### src/rtl/hlsm_arbiter.sv
// hlsm_arbiter: round-robin front end that shares one HLSM counter core among
// NREQ requesters. Each grant runs go -> wait for done (or watchdog abort) ->
// one-cycle acknowledge carrying the captured core count.
module hlsm_arbiter #(
  parameter int NREQ    = 4,
  parameter int CW      = 5,
  parameter int TIMEOUT = 64
) (
  input  logic            Clk,
  input  logic            Rst,
  input  logic [NREQ-1:0] req,
  output logic [NREQ-1:0] gnt,
  output logic [NREQ-1:0] ack,
  output logic            err,
  output logic [CW-1:0]   result,
  output logic            busy,
  output logic            core_go,
  output logic            core_rst,
  input  logic [CW-1:0]   core_count,
  input  logic            core_done
);

  localparam int PW = (NREQ > 1) ? $clog2(NREQ) : 1;
  localparam int TW = (TIMEOUT > 1) ? $clog2(TIMEOUT) : 1;
  localparam logic [TW-1:0] TLAST = TW'(TIMEOUT - 1);
  localparam logic [PW-1:0] PLAST = PW'(NREQ - 1);

  typedef enum logic [1:0] {
    IDLE  = 2'd0,
    START = 2'd1,
    WAIT  = 2'd2,
    FIN   = 2'd3
  } state_t;

  state_t          state_r, state_s;
  logic [NREQ-1:0] gnt_r, gnt_s;
  logic [NREQ-1:0] ack_r, ack_s;
  logic            err_r, err_s;
  logic [CW-1:0]   result_r, result_s;
  logic            busy_r, busy_s;
  logic            core_go_r, core_go_s;
  logic            core_rst_r, core_rst_s;
  logic [PW-1:0]   ptr_r, ptr_s;
  logic [PW-1:0]   gidx_r, gidx_s;
  logic [TW-1:0]   timer_r, timer_s;
  logic            abort_r, abort_s;

  logic            pick_found_s;
  logic [PW-1:0]   pick_idx_s;
  logic [NREQ-1:0] pick_oh_s;

  // First set request bit scanning upward from p, wrapping modulo NREQ.
  // Returns {found, index}.
  function automatic logic [PW:0] rr_pick(input logic [NREQ-1:0] r,
                                          input logic [PW-1:0]   p);
    int            j;
    logic          found;
    logic [PW-1:0] idx;
    found = 1'b0;
    idx   = '0;
    for (int i = 0; i < NREQ; i++) begin
      j = (int'(p) + i) % NREQ;
      if (!found && r[j]) begin
        found = 1'b1;
        idx   = PW'(j);
      end else begin
        idx   = idx;
      end
    end
    return {found, idx};
  endfunction

  assign {pick_found_s, pick_idx_s} = rr_pick(req, ptr_r);
  assign pick_oh_s = {{(NREQ-1){1'b0}}, 1'b1} << pick_idx_s;

  // Next-state and next-output logic; pulses default low every cycle.
  always_comb begin
    state_s    = state_r;
    gnt_s      = gnt_r;
    busy_s     = busy_r;
    ack_s      = '0;
    err_s      = 1'b0;
    core_go_s  = 1'b0;
    core_rst_s = 1'b0;
    result_s   = result_r;
    ptr_s      = ptr_r;
    gidx_s     = gidx_r;
    timer_s    = timer_r;
    abort_s    = abort_r;
    case (state_r)
      IDLE: begin
        if (pick_found_s) begin
          gnt_s   = pick_oh_s;
          busy_s  = 1'b1;
          gidx_s  = pick_idx_s;
          state_s = START;
        end else begin
          gnt_s   = '0;
          busy_s  = 1'b0;
          state_s = IDLE;
        end
      end
      START: begin
        timer_s   = '0;
        core_go_s = 1'b1;
        state_s   = WAIT;
      end
      WAIT: begin
        timer_s = timer_r + TW'(1);
        // done takes priority over a coincident watchdog expiry
        if (core_done) begin
          result_s = core_count;
          state_s  = FIN;
        end else if (timer_r == TLAST) begin
          core_rst_s = 1'b1;
          abort_s    = 1'b1;
          state_s    = FIN;
        end else begin
          state_s = WAIT;
        end
      end
      FIN: begin
        ack_s   = gnt_r;
        err_s   = abort_r;
        ptr_s   = (gidx_r == PLAST) ? '0 : gidx_r + PW'(1);
        gnt_s   = '0;
        busy_s  = 1'b0;
        abort_s = 1'b0;
        state_s = IDLE;
      end
      default: begin
        gnt_s   = '0;
        busy_s  = 1'b0;
        abort_s = 1'b0;
        state_s = IDLE;
      end
    endcase
  end

  // State register.
  always_ff @(posedge Clk or posedge Rst) begin
    if (Rst) begin
      state_r <= IDLE;
    end else begin
      state_r <= state_s;
    end
  end

  // Registered outputs and datapath (pointer, timer, abort flag).
  always_ff @(posedge Clk or posedge Rst) begin
    if (Rst) begin
      gnt_r      <= '0;
      ack_r      <= '0;
      err_r      <= 1'b0;
      result_r   <= '0;
      busy_r     <= 1'b0;
      core_go_r  <= 1'b0;
      core_rst_r <= 1'b0;
      ptr_r      <= '0;
      gidx_r     <= '0;
      timer_r    <= '0;
      abort_r    <= 1'b0;
    end else begin
      gnt_r      <= gnt_s;
      ack_r      <= ack_s;
      err_r      <= err_s;
      result_r   <= result_s;
      busy_r     <= busy_s;
      core_go_r  <= core_go_s;
      core_rst_r <= core_rst_s;
      ptr_r      <= ptr_s;
      gidx_r     <= gidx_s;
      timer_r    <= timer_s;
      abort_r    <= abort_s;
    end
  end

  assign gnt      = gnt_r;
  assign ack      = ack_r;
  assign err      = err_r;
  assign result   = result_r;
  assign busy     = busy_r;
  assign core_go  = core_go_r;
  assign core_rst = core_rst_r;

endmodule

### config.mk
export PLATFORM = sky130hd
export DESIGN_NAME = hlsm_arbiter
export DESIGN_NICKNAME = d
export VERILOG_FILES = /design/src/rtl/hlsm_arbiter.sv
export SDC_FILE = /design/constraint.sdc
export NUM_CORES = 1
export LEC_CHECK = 0
export ABC_AREA = 1
export CAP_MARGIN = 20
export CORE_MARGIN = 1
export CORE_UTILIZATION = 30
export DETAILED_ROUTE_END_ITERATION = 12
export SLEW_MARGIN = 20
export SYNTH_ARGS = -nofsm -noshare
export SYNTH_HDL_FRONTEND = slang
export SYNTH_SLANG_ARGS = --single-unit
### constraint.sdc
create_clock -name Clk -period 4.8 [get_ports Clk]
set_clock_uncertainty 0.2 [all_clocks]
set_input_delay 0.96 -clock Clk [delete_from_list [all_inputs] [get_ports Clk]]
set_output_delay 0.96 -clock Clk [all_outputs]
set_load 0.03 [all_outputs]
==> out/results.tsv, run 1 <==
stage	metric	value	unit
run_status	outcome	complete, no violations	
drt	vias	1315	
cells_and_area	seq_area	750.7	sq um
worst_setup_path	critPathCaptureType	output port	
worst_setup_path	crit_path_start_kind	flip-flop	
sta	setup_tns	0	ns
run	maxCapViolCount	0	
cells_and_area	final.fill_count	549	
grt	grtUsageTotal	0.1230	
synthesis	syn-cell-area	1579	sq um
cells_and_area	nets	249	
synthesis	synth_cell_types	25	
clock_tree	cts_inserted_buffers	5	
worst_setup_path	slowest_delay	0.68	ns
floorplan	die-area	5558	sq um
power_and_ir_drop	cellPowerDensity	636.1	nW/um^2
placement	dp_worst_setup_slack	2.159	ns
drt	vias_per_cell	4.383	
floorplan	core_area	5075	sq um
synthesis	async_reset_ff_frac	1.000	
placement	io_buffers	28	
drt	routedWlPerCell	9.963	um
placement	dp_hpwl	2223	um
sta	tightestPinTransition	0.7699	ns
drt	drc	0	
placement	dpl_cell_area	1928	sq um
synthesis	syn_nets	216	
synthesis	synthFlopType	dfrtp_1	
cells_and_area	antenna_cells	0	
synthesis	synth_edf_count	0	
synthesis	netlist.area_leader.share	0.4754	
cells_and_area	design_area	2004	sq um
sta	setup_viol	0	
sta	setup_slack	2.300	ns
clock_tree	insertion_delay	0.28	ns
worst_setup_path	r2r-start	state_r[0]$_DFF_PP0_	
worst_hold_path	hold_path_class	flip-flop to flip-flop	
synthesis	yosysSeqAreaShare	0.4754	
sta	fin_crit	2.500	ns
floorplan	die_x	74.55	um
worst_hold_path	hold_start	abort_r$_DFFE_PP0P_	
synthesis	yosysTopAreaCell	dfrtp_1	
cells_and_area	finish.utilization	0.3950	
sta	hold_violations	0	
synthesis	avgSynthCellArea	8.015	sq um
worst_setup_path	path_max_fanout	3	
cells_and_area	syn_to_final_growth	26.94	%
floorplan	die_h	74.55	um
synthesis	synth.most_common_cell	nand2_1	
clock_tree	cts_tree	built	
clock_tree	clkSinkCount	30	
power_and_ir_drop	clkPwrFrac	0.147	
clock_tree	cts_setup_buffers	0	
grt	grt_start_max_net_pins	22	
grt	grt_pass1_wl	5078	um
grt	use_met2	0.1922	
sta	relSlewSlack	0.4862	
cells_and_area	multi_input_area	699.4	sq um
power_and_ir_drop	leakagePower	1.079	nW
floorplan	io_pins	29	
placement	gp_congestion	0.7727	
synthesis	synth.area.top_cells	dfrtp_1 (48%), nand2_1 (17%), ha_1 (5.5%)	
power_and_ir_drop	swShare	0.4673	
worst_setup_path	crit_type	flip-flop to output port	
clock_tree	clk_pin_slew	0.06	ns
synthesis	yosysWarnings	0	
grt	use_met3	0.03659	
clock_tree	cts-root-buf	clkbuf_8	
worst_setup_path	cp_num_buf_inv	1	
power_and_ir_drop	netSwitchingPower	0.5958	mW
synthesis	ys_ff_latch	30	
sta	hold_ws	0.2779	ns
clock_tree	htreeDepth	2	
sta	timing.final.crit_share	0.5207	
cells_and_area	layout-drive-gt1-share	0.1217	
worst_setup_path	path_cells	clkdlybuf4s50_1	
power_and_ir_drop	comb_power_share	0.539	
drt	drt-pass1-iter-count	4	
drt	antenna_left	0	
floorplan	rows	26	
power_and_ir_drop	internal-power	0.6792	mW
power_and_ir_drop	ir_drop	0.0001944	V
worst_setup_path	slowest_stage	clkdlybuf4s50_1	
grt	grt-busiest-layer	met2	
clock_tree	cts_hold_buf	0	
worst_setup_path	critPathArrivalTime	1.34	ns
drt	drt_iter0_drc	116	
clock_tree	clockBufferDepth	2	
cells_and_area	stdcell_count	300	
clock_tree	post_cts_resized	0	
grt	grt.overflow.total	0	
power_and_ir_drop	seqPwrFrac	0.314	
sta	rsz0062_at_grt	false	
floorplan	initial_core_util	0.3111	
worst_setup_path	critical_path.top_delay_family	buffers and inverters	
sta	drv_slew	0	
synthesis	synthCells	197	
synthesis	ys_top_cells_by_count	nand2_1 (72), dfrtp_1 (30), inv_1 (22)	
drt	wl	2989	um
placement	dp.cells	293	
power_and_ir_drop	power	1.275	mW
grt	use_met1	0.1513	
worst_setup_path	worstPathRequired	3.64	ns
grt	antenna_found_initial	0	
sta	fmax	400.1	MHz
grt	first_global_vias	1199	
worst_setup_path	cp-startpoint	gnt[1]$_DFFE_PP0P_	
-- state kept, by name (all words and copies together) (netlist names), 2 cells and up --
signal	flops
result	5
timer_r	6
state_r	2
ack	4
ptr_r	2
gidx_r	2
gnt	4
-- logic make-up (layout without fill, tap and decap cells) --
kind of cell | count (synthesis) | count (layout) | share of synthesized area
AO/OA/AOI/OAI | 17 | 17 | 0.06260
buffers and inverters | 29 | 62 | 0.08161
AND/OR/NAND/NOR | 114 | 114 | 0.3249
adder cells (fa/ha/maj) | 7 | 7 | 0.05546
flip-flops | 30 | 30 | 0.4754
-- cells in the final DEF (no fill, tap or decap), types with 3 or more instances in the layout --
cell             Yosys  final
clkdlybuf4s50_1      0     28
nor2_1               7      7
nand2_1             72     72
ha_1                 7      7
a21oi_1              6      6
inv_2                3      3
nand3_1             12     12
dfrtp_1             30     30
o21ai_0              6      6
inv_1               22     22
nand2_2             12     12
clkbuf_8             0      5
-- routing by layer --
| layer | up-vias | share of wire | wire, um |
|---|---|---|---|
| li1 | 683 | - | - |
| met1 | 604 | 0.47 | 1415 |
| met5 | - | 0 | 0 |
| met2 | 21 | 0.46 | 1389 |
| met3 | 7 | 0.037 | 112 |
| met4 | 0 | 0.024 | 71 |
-- power groups by stage --
stage,registers (mW),logic [mW],clock network [mW]
finish,0.400,0.688,0.187
global placement,0.405,0.690,0
detailed placement,0.405,0.694,0
global route,0.412,0.781,0.204
CTS,0.402,0.695,0.194
floorplan,0.466,0.463,0
-- final timing paths --
check,slack (ns),to,cells after the start
min in group asynchronous,0.91,err$_DFF_PP0_,2
worst max-delay path,2.30,gnt[1],1
worst min register to register,0.28,err$_DFF_PP0_,2
max in group asynchronous,2.85,ptr_r[1]$_DFFE_PP0N_,3
worst max register to register,2.95,timer_r[4]$_DFFE_PP0P_,7
worst min-delay path,0.28,err$_DFF_PP0_,2
-- area by class of cell --
cell class,instances,share of cell area
Inverter,26,0.05119
Timing Repair Buffer,29,0.1436
Sequential cell,30,0.3745
Clock buffer,7,0.03808
Multi-Input combinational cell,138,0.3489
Tap cell,70,0.04370
-- worst register-to-register path: cells and delay by family (launching register included) --
family,cells,cell delay [ns]
and+or+nand+nor,1,0.12
adders and majority gates,1,0.54
DFF,1,0.38
buffers and inverters,3,0.25
AOI/OAI and AO/OA,2,0.29
(Power assumes the default switching activity.)
==> inputs of run 2 (changes only) <==
==> constraint.sdc (replaced) <==
create_clock -name Clk -period 2.13 [get_ports Clk]
set_clock_uncertainty 0.2 [all_clocks]
set_input_delay 0.426 -clock Clk [delete_from_list [all_inputs] [get_ports Clk]]
set_output_delay 0.426 -clock Clk [all_outputs]
set_load 0.03 [all_outputs]
==> out/results.tsv, run 2 (same netlist as run 1, synthesis figures left out) <==
stage	metric	value	unit
run_status	outcome	complete, no violations	
power_and_ir_drop	power	2.899	mW
floorplan	initial_core_util	0.3111	
cells_and_area	final.fill_count	534	
power_and_ir_drop	clkPwrFrac	0.150	
sta	setup_tns	0	ns
worst_setup_path	r2r-start	state_r[0]$_DFF_PP0_	
floorplan	rows	26	
power_and_ir_drop	seqPwrFrac	0.312	
clock_tree	clkSinkCount	30	
grt	grt_start_max_net_pins	31	
cells_and_area	stdcell_count	300	
worst_hold_path	hold_start	abort_r$_DFFE_PP0P_	
worst_setup_path	rr_worst_depth	7	
clock_tree	insertion_delay	0.27	ns
worst_hold_path	holdPathStages	2	
sta	fin_crit	1.968	ns
grt	grt.overflow.total	0	
cells_and_area	nets	250	
drt	wl	2906	um
power_and_ir_drop	comb_power_share	0.538	
placement	dp.cells	294	
drt	antenna_left	0	
drt	drt-pass1-iter-count	2	
clock_tree	cts_tree	built	
cells_and_area	syn_to_final_growth	27.81	%
cells_and_area	finish.utilization	0.3977	
floorplan	io_pins	29	
cells_and_area	antenna_cells	0	
drt	vias_per_cell	4.280	
sta	hold_ws	0.2617	ns
clock_tree	clockBufferDepth	2	
drt	drc	0	
clock_tree	cts_hold_buf	0	
placement	gp_congestion	0.7877	
power_and_ir_drop	internal-power	1.566	mW
cells_and_area	layout-drive-gt1-share	0.1304	
cells_and_area	largest_reg_flops	6	
grt	antenna_found_initial	0	
power_and_ir_drop	cellPowerDensity	1437	nW/um^2
worst_setup_path	reg2reg_slack	0.27	ns
sta	setup_viol	0	
run	maxCapViolCount	0	
worst_setup_path	cp_num_buf_inv	1	
worst_setup_path	reg2reg_to	timer_r[4]$_DFFE_PP0P_	
clock_tree	htreeDepth	2	
drt	routedWlPerCell	9.687	um
floorplan	die_x	74.55	um
floorplan	die_h	74.55	um
worst_setup_path	crit_type	flip-flop to output port	
grt	grt_pass1_wl	4933	um
worst_setup_path	path_cells	clkdlybuf4s50_1	
power_and_ir_drop	leakagePower	1.089	nW
cells_and_area	design_area	2018	sq um
power_and_ir_drop	swShare	0.4599	
sta	hold_violations	0	
floorplan	die-area	5558	sq um
power_and_ir_drop	ir_drop	0.0004090	V
floorplan	core_area	5075	sq um
worst_setup_path	cp-startpoint	gnt[1]$_DFFE_PP0P_	
worst_setup_path	critical_path.top_delay_family	buffers and inverters	
placement	dpl_cell_area	1936	sq um
sta	rsz0062_at_grt	false	
cells_and_area	final_cell_mix	nand2_1 (72), dfrtp_1 (30), clkdlybuf4s50_1 (28), inv_1 (22)	
clock_tree	cts_setup_buffers	0	
drt	vias	1284	
clock_tree	clk_pin_slew	0.06	ns
worst_setup_path	path_max_fanout	3	
sta	drv_slew	0	
cells_and_area	top_register	timer_r	
worst_setup_path	critPathCaptureType	output port	
drt	drt_iter0_drc	41	
worst_setup_path	crit_path_start_kind	flip-flop	
clock_tree	cts-root-buf	clkbuf_8	
worst_setup_path	critPathArrivalTime	1.34	ns
grt	first_global_vias	1154	
sta	timing.final.crit_share	0.9240	
clock_tree	post_cts_resized	0	
placement	dp_hpwl	2149	um
placement	io_buffers	28	
cells_and_area	seq_area	750.7	sq um
clock_tree	cts_inserted_buffers	5	
sta	tightestPinTransition	0.4213	ns
cells_and_area	multi_input_area	699.4	sq um
sta	setup_slack	0.1619	ns
worst_setup_path	slowest_stage	clkdlybuf4s50_1	
worst_setup_path	cp-endpoint	gnt[1]	
worst_hold_path	hold_path_class	flip-flop to flip-flop	
worst_setup_path	worstPathRequired	1.50	ns
sta	relSlewSlack	0.7191	
power_and_ir_drop	netSwitchingPower	1.333	mW
grt	grtUsageTotal	0.1197	
sta	fmax	508.1	MHz
worst_setup_path	slowest_delay	0.68	ns
worst_setup_path	cp.depth	1	
cells_and_area	final_common_cell	nand2_1	
placement	dp_worst_setup_slack	0.02102	ns
## run 2: how the worst min path moves through the flow
stage,endpoint
global route,result[1]$_DFFE_PP0P_
floorplan,err$_DFF_PP0_
detailed placement,err$_DFF_PP0_
CTS,err$_DFF_PP0_
global placement,err$_DFF_PP0_
finish,err$_DFF_PP0_
## run 2: metal layers
| metal | routed length (um) | track usage | part of all wire | up-vias |
|---|---|---|---|---|
| li1 | - | - | - | 682 |
| met1 | 1440 | 0.1501 | 0.50 | 580 |
| met2 | 1310 | 0.1852 | 0.45 | 14 |
| met3 | 94 | 0.03659 | 0.032 | 8 |
| met4 | 61 | 0.06289 | 0.021 | 0 |
| met5 | 0 | 0 | 0 | - |
## run 2: worst register-to-register path, stage by stage (launching register included)
cell and delay [ns]:
dfrtp_1 0.38, inv_1 0.09, ha_1 0.55, nand3_1 0.12
inv_1 0.12, a21oi_1 0.07, a211o_1 0.22, inv_1 0.05
## run 2: cell type report
| cell class | count | share of cell area |
|---|---|---|
| Clock buffer | 6 | 0.04092 |
| Multi-Input combinational cell | 138 | 0.3466 |
| Inverter | 26 | 0.05084 |
| Tap cell | 70 | 0.04340 |
| Sequential cell | 30 | 0.3720 |
| Timing Repair Buffer | 30 | 0.1463 |
## run 2: power by group through the flow
stage	clock network (mW)	registers (mW)	logic, mW
6_report	0.435	0.904	1.56
5_1_grt	0.480	0.931	1.76
4_1_cts	0.458	0.906	1.58
3_5_place_dp	0	0.912	1.57
3_3_place_gp	0	0.914	1.56
2_1_floorplan	0	1.05	1.04
==> inputs of run 3 (changes only) <==
--- a/config.mk
+++ b/config.mk
@@ -8,8 +8,9 @@
 export ABC_AREA = 1
 export CAP_MARGIN = 20
 export CORE_MARGIN = 1
-export CORE_UTILIZATION = 30
+export CORE_UTILIZATION = 40
 export DETAILED_ROUTE_END_ITERATION = 12
+export GPL_TIMING_DRIVEN = 0
 export SLEW_MARGIN = 20
 export SYNTH_ARGS = -nofsm -noshare
 export SYNTH_HDL_FRONTEND = slang
==> constraint.sdc (replaced) <==
create_clock -name Clk -period 2.19 [get_ports Clk]
set_clock_uncertainty 0.2 [all_clocks]
set_input_delay 0.438 -clock Clk [delete_from_list [all_inputs] [get_ports Clk]]
set_output_delay 0.438 -clock Clk [all_outputs]
set_load 0.03 [all_outputs]
==> out/results.tsv, run 3 (same netlist as run 1, synthesis figures left out) <==
stage	metric	value	unit
drt	wl	3104	um
sta	hold_ws	0.2626	ns
clock_tree	insertion_delay	0.27	ns
clock_tree	post_cts_resized	0	
worst_setup_path	crit_type	flip-flop to output port	
power_and_ir_drop	internal-power	1.575	mW
power_and_ir_drop	seqPwrFrac	0.291	
grt	grt_pass1_wl	5402	um
placement	dp_worst_setup_slack	0.09350	ns
run	maxCapViolCount	0	
grt	grt.overflow.total	0	
sta	relSlewSlack	0.5466	
sta	setup_slack	0.2203	ns
drt	antenna_left	0	
cells_and_area	final_common_cell	nand2_1	
clock_tree	cts-root-buf	clkbuf_8	
worst_setup_path	path_cells	clkdlybuf4s50_1	
drt	vias	1339	
sta	drv_slew	0	
clock_tree	clockBufferDepth	2	
clock_tree	clkSinkCount	30	
sta	hold_violations	0	
floorplan	rows	22	
cells_and_area	nets	252	
grt	grtUsageTotal	0.1684	
worst_setup_path	slowest_delay	0.68	ns
sta	tightestPinTransition	0.6794	ns
placement	gp_congestion	0.8854	
worst_setup_path	worstPathRequired	1.55	ns
clock_tree	clk_pin_slew	0.06	ns
cells_and_area	layout-drive-gt1-share	0.1368	
cells_and_area	syn_to_final_growth	28.29	%
cells_and_area	design_area	2026	sq um
run_status	outcome	complete, no violations	
floorplan	initial_core_util	0.4249	
sta	fmax	507.7	MHz
cells_and_area	stdcell_count	282	
worst_setup_path	critical_path.top_delay_family	buffers and inverters	
cells_and_area	antenna_cells	0	
power_and_ir_drop	clkPwrFrac	0.152	
drt	drc	0	
sta	timing.final.crit_share	0.8994	
drt	drt-pass1-iter-count	4	
worst_setup_path	crit_path_start_kind	flip-flop	
clock_tree	cts_tree	built	
placement	dp.cells	274	
cells_and_area	final_cell_mix	nand2_1 (72), dfrtp_1 (30), clkdlybuf4s50_1 (28), inv_1 (22)	
clock_tree	cts_setup_buffers	0	
cells_and_area	final.fill_count	340	
placement	io_buffers	28	
floorplan	die_x	64.83	um
worst_setup_path	critPathArrivalTime	1.33	ns
worst_setup_path	critPathCaptureType	output port	
floorplan	die-area	4203	sq um
grt	grt_start_max_net_pins	18	
worst_setup_path	path_max_fanout	3	
grt	antenna_found_initial	0	
power_and_ir_drop	netSwitchingPower	1.342	mW
grt	first_global_vias	1287	
clock_tree	cts_hold_buf	0	
floorplan	core_area	3716	sq um
placement	dp_hpwl	2433	um
drt	vias_per_cell	4.748	
power_and_ir_drop	swShare	0.4600	
sta	fin_crit	1.970	ns
power_and_ir_drop	ir_drop	0.0007343	V
drt	routedWlPerCell	11.01	um
cells_and_area	top_register	timer_r	
power_and_ir_drop	cellPowerDensity	1440	nW/um^2
power_and_ir_drop	leakagePower	1.105	nW
worst_setup_path	slowest_stage	clkdlybuf4s50_1	
cells_and_area	seq_area	750.7	sq um
cells_and_area	multi_input_area	699.4	sq um
power_and_ir_drop	power	2.916	mW
floorplan	die_h	64.83	um
power_and_ir_drop	comb_power_share	0.557	
worst_setup_path	cp_num_buf_inv	1	
cells_and_area	finish.utilization	0.5451	
placement	dpl_cell_area	1934	sq um
sta	rsz0062_at_grt	false	
worst_hold_path	hold_path_class	flip-flop to flip-flop	
sta	setup_tns	0	ns
floorplan	io_pins	29	
cells_and_area	largest_reg_flops	6	
drt	drt_iter0_drc	88	
sta	setup_viol	0	
clock_tree	cts_inserted_buffers	5	
clock_tree	htreeDepth	2	
==> run 3: final cells by class <==
class / count / area share
multi-input cells: 138 / 0.3453
inverters: 26 / 0.05065
clock buffers: 7 / 0.04262
well taps: 48 / 0.02965
clock inverters: 1 / 0.002471
flip-flops and latches: 30 / 0.3706
plain buffers: 3 / 0.01297
repair buffers: 29 / 0.1458
==> run 3: worst paths after layout <==
path	end	cells past startpoint	slack [ns]	startpoint
min in group asynchronous	timer_r[2]$_DFFE_PP0P_	2	0.37	Rst
max in group asynchronous	abort_r$_DFFE_PP0P_	3	0.89	Rst
max reg2reg	timer_r[5]$_DFFE_PP0P_	7	0.41	state_r[0]$_DFF_PP0_
min	err$_DFF_PP0_	2	0.26	abort_r$_DFFE_PP0P_
max	gnt[0]	1	0.22	gnt[0]$_DFFE_PP0P_
min reg2reg	err$_DFF_PP0_	2	0.26	abort_r$_DFFE_PP0P_
==> run 3: worst register-to-register path: cells and delay by family (launching register included) <==
kind,cells,cell delay [ns]
fa+ha+maj,1,0.40
buf+inv,3,0.38
compound gates,1,0.07
flops,1,0.37
simple gates,2,0.26
==> run 3: routing by layer <==
metal,up-vias,track usage,part of all wire,routed length [um]
li1,685,-,-,-
met1,616,0.2029,0.46,1417
met2,33,0.2839,0.49,1533
met3,5,0.04754,0.040,123
met4,0,0.06111,0.010,31
met5,-,0,0,0
==> run 3: power groups by stage <==
| stage | sequential [mW] | clock [mW] | combinational [mW] |
|---|---|---|---|
| final | 0.848 | 0.443 | 1.62 |
| after global routing | 0.872 | 0.478 | 1.82 |
| after CTS | 0.849 | 0.457 | 1.63 |
| after detailed placement | 0.859 | 0 | 1.63 |
| after global placement | 0.849 | 0 | 1.59 |
| after floorplan | 1.02 | 0 | 1.01 |
